File: src/rtl/sha256_pkg.sv
// sha256_pkg: shared SHA-256 constants, word-array type, state encoding and round functions
package sha256_pkg;

    typedef logic [7:0][31:0] word8_t;

    typedef enum logic [1:0] {IDLE, COMPUTE, FINAL, HOLD} state_t;

    localparam logic [31:0] K [64] = '{
        32'h428a2f98, 32'h71374491, 32'hb5c0fbcf, 32'he9b5dba5, 32'h3956c25b, 32'h59f111f1, 32'h923f82a4, 32'hab1c5ed5,
        32'hd807aa98, 32'h12835b01, 32'h243185be, 32'h550c7dc3, 32'h72be5d74, 32'h80deb1fe, 32'h9bdc06a7, 32'hc19bf174,
        32'he49b69c1, 32'hefbe4786, 32'h0fc19dc6, 32'h240ca1cc, 32'h2de92c6f, 32'h4a7484aa, 32'h5cb0a9dc, 32'h76f988da,
        32'h983e5152, 32'ha831c66d, 32'hb00327c8, 32'hbf597fc7, 32'hc6e00bf3, 32'hd5a79147, 32'h06ca6351, 32'h14292967,
        32'h27b70a85, 32'h2e1b2138, 32'h4d2c6dfc, 32'h53380d13, 32'h650a7354, 32'h766a0abb, 32'h81c2c92e, 32'h92722c85,
        32'ha2bfe8a1, 32'ha81a664b, 32'hc24b8b70, 32'hc76c51a3, 32'hd192e819, 32'hd6990624, 32'hf40e3585, 32'h106aa070,
        32'h19a4c116, 32'h1e376c08, 32'h2748774c, 32'h34b0bcb5, 32'h391c0cb3, 32'h4ed8aa4a, 32'h5b9cca4f, 32'h682e6ff3,
        32'h748f82ee, 32'h78a5636f, 32'h84c87814, 32'h8cc70208, 32'h90befffa, 32'ha4506ceb, 32'hbef9a3f7, 32'hc67178f2
    };

    function automatic logic [31:0] rotr(input logic [31:0] x, input int n);
        return (x >> n) | (x << (32 - n));
    endfunction

    function automatic logic [31:0] bsig0(input logic [31:0] x);
        return rotr(x, 2) ^ rotr(x, 13) ^ rotr(x, 22);
    endfunction

    function automatic logic [31:0] bsig1(input logic [31:0] x);
        return rotr(x, 6) ^ rotr(x, 11) ^ rotr(x, 25);
    endfunction

    function automatic logic [31:0] ssig0(input logic [31:0] x);
        return rotr(x, 7) ^ rotr(x, 18) ^ (x >> 3);
    endfunction

    function automatic logic [31:0] ssig1(input logic [31:0] x);
        return rotr(x, 17) ^ rotr(x, 19) ^ (x >> 10);
    endfunction

    function automatic logic [31:0] ch(input logic [31:0] x, input logic [31:0] y, input logic [31:0] z);
        return (x & y) ^ (~x & z);
    endfunction

    function automatic logic [31:0] maj(input logic [31:0] x, input logic [31:0] y, input logic [31:0] z);
        return (x & y) ^ (x & z) ^ (y & z);
    endfunction

endpackage

File: src/rtl/sha256_round.sv
// sha256_round: one combinational SHA-256 compression round over working variables a..h
module sha256_round
    import sha256_pkg::*;
(
    input  word8_t      st_i,
    input  logic [31:0] k_i,
    input  logic [31:0] w_i,
    output word8_t      st_o
);

    logic [31:0] t1, t2;

    // Word 0 is a, word 7 is h; the shift moves every variable one slot up
    always_comb begin
        t1   = st_i[7] + bsig1(st_i[4]) + ch(st_i[4], st_i[5], st_i[6]) + k_i + w_i;
        t2   = bsig0(st_i[0]) + maj(st_i[0], st_i[1], st_i[2]);
        st_o = {st_i[6:4], st_i[3] + t1, st_i[2:0], t1 + t2};
    end

endmodule

File: src/rtl/sha256_round_engine.sv
// sha256_round_engine: iterative SHA-256 compression with configurable rounds per cycle
module sha256_round_engine
    import sha256_pkg::*;
#(
    parameter int ROUNDS_PER_CYCLE = 1,
    parameter int FINAL_ADD        = 1,
    parameter int TAG_W            = 32
) (
    input  logic             clk,
    input  logic             reset,
    input  logic             in_valid,
    output logic             in_ready,
    input  word8_t           in_h,
    input  word8_t           in_state,
    input  logic [511:0]     in_block,
    input  logic [TAG_W-1:0] in_tag,
    output logic             out_valid,
    input  logic             out_ready,
    output word8_t           out_hash,
    output word8_t           out_state,
    output logic [TAG_W-1:0] out_tag,
    output logic             busy
);

    localparam int R = ROUNDS_PER_CYCLE;

    if (!(R == 1 || R == 2 || R == 4 || R == 8)) begin : g_bad_rpc
        $error("sha256_round_engine: ROUNDS_PER_CYCLE must be 1, 2, 4 or 8");
    end

    state_t                 state_q, state_d;
    logic [5:0]             cnt_q;
    word8_t                 h_q, ws_q, hash_fin, out_hash_q, out_state_q;
    logic [15:0][31:0]      w_q;
    logic [15+R:0][31:0]    ext;
    logic [TAG_W-1:0]       tag_q, out_tag_q;
    word8_t                 chain [R+1];
    logic                   accept, last;

    assign in_ready  = state_q == IDLE;
    assign busy      = !in_ready;
    assign out_valid = state_q == HOLD;
    assign out_hash  = out_hash_q;
    assign out_state = out_state_q;
    assign out_tag   = out_tag_q;
    assign accept    = in_valid && in_ready;
    assign last      = cnt_q == 6'(64 - R);
    assign chain[0]  = ws_q;

    for (genvar k = 0; k < R; k++) begin : g_round
        sha256_round u_round (
            .st_i(chain[k]),
            .k_i (K[cnt_q + 6'(k)]),
            .w_i (ext[k]),
            .st_o(chain[k+1])
        );
    end

    // Extend the 16-word window by R schedule words; word j is W[t+j]
    always_comb begin
        ext[15:0] = w_q;
        for (int j = 16; j < 16 + R; j++)
            ext[j] = ssig1(ext[j-2]) + ext[j-7] + ssig0(ext[j-15]) + ext[j-16];
    end

    // Final chaining value: feed-forward add or plain pass-through of in_h
    always_comb begin
        for (int i = 0; i < 8; i++)
            hash_fin[i] = FINAL_ADD != 0 ? h_q[i] + ws_q[i] : h_q[i];
    end

    // Next-state logic
    always_comb begin
        state_d = state_q;
        case (state_q)
            IDLE:    state_d = accept ? COMPUTE : IDLE;
            COMPUTE: state_d = last ? FINAL : COMPUTE;
            FINAL:   state_d = HOLD;
            HOLD:    state_d = out_ready ? IDLE : HOLD;
            default: state_d = IDLE;
        endcase
    end

    // Control state, round counter and result registers
    always_ff @(posedge clk) begin
        if (reset) begin
            state_q     <= IDLE;
            cnt_q       <= '0;
            out_hash_q  <= '0;
            out_state_q <= '0;
            out_tag_q   <= '0;
        end else begin
            state_q <= state_d;
            cnt_q   <= accept ? 6'd0 : state_q == COMPUTE ? cnt_q + 6'(R) : cnt_q;
            if (state_q == FINAL) begin
                out_hash_q  <= hash_fin;
                out_state_q <= ws_q;
                out_tag_q   <= tag_q;
            end
        end
    end

    // Input capture on accept, then window slide and working-state update while computing
    always_ff @(posedge clk) begin
        if (accept) begin
            h_q   <= in_h;
            ws_q  <= in_state;
            w_q   <= in_block;
            tag_q <= in_tag;
        end else if (state_q == COMPUTE) begin
            ws_q <= chain[R];
            w_q  <= ext[15+R:R];
        end
    end

endmodule

File: config.mk
export PLATFORM = sky130hd
export DESIGN_NAME = sha256_round_engine
export DESIGN_NICKNAME = d
export VERILOG_FILES = /design/src/rtl/sha256_pkg.sv /design/src/rtl/sha256_round.sv /design/src/rtl/sha256_round_engine.sv
export SDC_FILE = /design/constraint.sdc
export NUM_CORES = 2
export LEC_CHECK = 0
export CORE_AREA = 4 4 627 629
export CTS_BUF_LIST = sky130_fd_sc_hd__clkbuf_16
export DETAILED_ROUTE_END_ITERATION = 10
export DIE_AREA = 0 0 631 633
export PLACE_DENSITY = 0.49
export SYNTH_ARGS = -nofsm -noshare
export SYNTH_HDL_FRONTEND = slang
export SYNTH_HIERARCHICAL = 1
export SYNTH_SLANG_ARGS = --single-unit
File: constraint.sdc
create_clock -name clk -period 21.2 [get_ports clk]
set_input_delay 2.12 -clock clk [delete_from_list [all_inputs] [get_ports clk]]
set_output_delay 2.12 -clock clk [all_outputs]
set_load 0.02 [all_outputs]
==> results.json <==
{
  "startpoint": "cnt_q[1]$_SDFFE_PP0P_",
  "critPathKind": "reg -> reg",
  "startpoint_type": "register",
  "final_common_cell": "nand2_1",
  "first_iter_violations": 7194,
  "async_flop_share": 0,
  "final_area_um2": 118400,
  "portBuffers": 1606,
  "crit_fanout": 31,
  "cts_buffer_depth": 4,
  "reg2reg_to": "chain[286]$_DFFE_PP_",
  "rrSetupSlack_ns": 10.59,
  "cts_buffers": 208,
  "ys_top_cells_by_area": "edfxtp_1 35%, nand2_1 14%, dfxtp_1 12%",
  "period_needed_ns": 10.61,
  "synth_top_area_frac": 0.3500,
  "yosysTopAreaCell": "edfxtp_1",
  "dpl_worst_slack_ns": 10.79,
  "crit_slowest_cell": "clkinv_1",
  "min_path_type": "reg -> reg",
  "vias": 79640,
  "r2r_cells": 39,
  "top_level_ports": 1607,
  "critical_path_buf_inv_count": 8,
  "synth_area_um2": 90610,
  "antenna_found_initial": 213,
  "path_clk_slew_ns": 0.07,
  "hpwl_mm": 403.6,
  "skew_ns": 0.1094,
  "worst_ep_arrival_time_ns": 11.24,
  "drc_errors": 0,
  "setup_ws_ns": 10.59,
  "max-slew-margin-rel": 0.1516,
  "finalHoldViolations": 0,
  "crit_cells": 39,
  "synth_seq_cells": 1608,
  "final_util": 0.3052,
  "multi_input_area_um2": 43180,
  "ys_types": 99,
  "syn_inst": 10010,
  "endpoint": "chain[286]$_DFFE_PP_",
  "yosysSeqAreaShare": 0.4719,
  "cts_resized": 0,
  "status": "complete, no violations",
  "slew_viol_final": 0,
  "clockRootBuffer": "clkbuf_16",
  "initial_core_util": 0.2336,
  "setup_tns_ns": 0,
  "grt_pass1_wl_mm": 671.2,
  "r2r-start": "cnt_q[1]$_SDFFE_PP0P_",
  "synth_edf_count": 1056,
  "drt_first_pass_iters": 5,
  "cts_hold_buf": 0,
  "fill_cells": 41330,
  "die_y_um": 633,
  "avgSynthCellArea_um2": 9.049,
  "placed_area_um2": 111400,
  "grt_start_max_net_pins": 185,
  "routed_wl_mm": 510.0,
  "nets": 12960,
  "min_period_over_period": 0.5004,
  "gr-total-overflow": 0,
  "core_um2": 388000,
  "cts_setup_buffers": 0,
  "end_kind": "register",
  "gp_congestion": 0.9167,
  "drive_above_1_share": 0.04899,
  "grt.total_usage": 0.2432,
  "crit_family": "compound AO/OA/AOI/OAI gates",
  "synthToLayoutAreaGrowth_pct": 30.67,
  "clk_latency_ns": 0.94,
  "critical_path_required_ns": 21.83,
  "viasPerCell": 4.750,
  "rsz0062_at_grt": "false",
  "final_cell_mix": "3308 x nand2_1, 1605 x clkdlybuf4s50_1, 1056 x edfxtp_1, 819 x a21oi_1, 548 x dfxtp_1",
  "max_cap_viol_count": 0,
  "placementRows": 229,
  "max_stage_delay_ns": 0.62,
  "grt_pass1_vias": 76410,
  "syn-num-nets": 11660,
  "ant_nets": 0,
  "cts_tree": "done",
  "fmax_mhz": 94.26,
  "die_area_um2": 399400,
  "ys_warn_count": 6,
  "cts.sinks": 1608,
  "worstMarginPinSlew_ns": 1.264,
  "ys.flop_type": "edfxtp_1",
  "regArea_um2": 42770,
  "cts.htree.levels": 4,
  "wire_per_inst_um": 30.42,
  "die_w_um": 631,
  "setup_violations": 0
}
kinds of logic after synthesis:
logic type / after synthesis / synth area share
multiplexers: 49 / 0.006559
flip-flops: 1608 / 0.4719
buffers and inverters: 1113 / 0.05410
XOR/XNOR: 535 / 0.05171
AO/OA/AOI/OAI: 1947 / 0.1313
AND/OR/NAND/NOR: 4145 / 0.1840
adder cells (fa/ha/maj): 616 / 0.1003
worst min path at each step:
stage                                            from                     endpoint  slack [ns]  depth (start not counted)
after floorplan                    tag_q[0]$_DFFE_PP_      out_tag[0]$_SDFFE_PP0N_        0.47                          2
after global placement      out_hash[52]$_SDFFE_PP0N_    out_hash[52]$_SDFFE_PP0N_        0.44                          2
after detailed placement   out_hash[183]$_SDFFE_PP0N_   out_hash[183]$_SDFFE_PP0N_        0.44                          2
after CTS                          ext[433]$_DFFE_PP_           ext[401]$_DFFE_PP_        0.44                          2
after global routing      out_state[174]$_SDFFE_PP0N_  out_state[174]$_SDFFE_PP0N_        0.47                          2
final                              ext[433]$_DFFE_PP_           ext[401]$_DFFE_PP_        0.44                          2
metal layers:
metal  GRT usage  part of all wire
met1      0.3011              0.41
met2      0.4110              0.48
met3     0.05053             0.066
met4     0.09938             0.046
met5           0            0.0011
through the flow:
step,cells,hold WS (ns)
4_1_cts,16690,0.4449
3_5_place_dp,16300,0.4426
5_1_grt,16730,0.4678
3_3_place_gp,16300,0.4354
6_report,16770,0.4431
2_1_floorplan,10010,0.4713
cell usage after synthesis, drive strengths merged, types with 36 or more instances:
cell type  instances
nand2b            36
a21oi            821
fa               195
a31oi             54
nand2           3310
buf              215
and3              53
nor2             345
nand3            115
nor3              71
o21a              50
o21ai            379
nor2b             43
ha               389
edfxtp          1056
xnor2            360
o21bai            48
dfxtp            552
xor2             175
a21o             171
clkbuf           443
inv              452
a211oi           101
nand4             41
o211ai            49
worst register-to-register path, delay by kind of cell (launching register included):
| family | cells | cell delay [ns] |
|---|---|---|
| buffers and inverters | 8 | 2.04 |
| and+or+nand+nor | 6 | 0.66 |
| xor gates and xnor gates | 1 | 0.22 |
| DFF | 1 | 0.31 |
| adders and majority gates | 8 | 3.32 |
| AOI/OAI and AO/OA | 16 | 3.81 |
layout make-up:
class,count,share of cell area
repair buffers,1746,0.1453
clock inverters,175,0.01224
clock buffers,215,0.04544
diodes,78,0.001649
flip-flops and latches,1608,0.3612
multi-input cells,7292,0.3647
inverters,455,0.01449
well taps,5197,0.05492
flip-flops by register name, summed over array words and instances, names as in the netlist:
name and flops:
out_hash 256, ext 512, tag_q 32, chain 256, cnt_q 6, state_q 2, out_tag 32, out_state 256
h_q 256
Power is left out: the tool's default activity adds up to more than one toggle a clock period on the data nets, which glitch-free logic cannot reach.
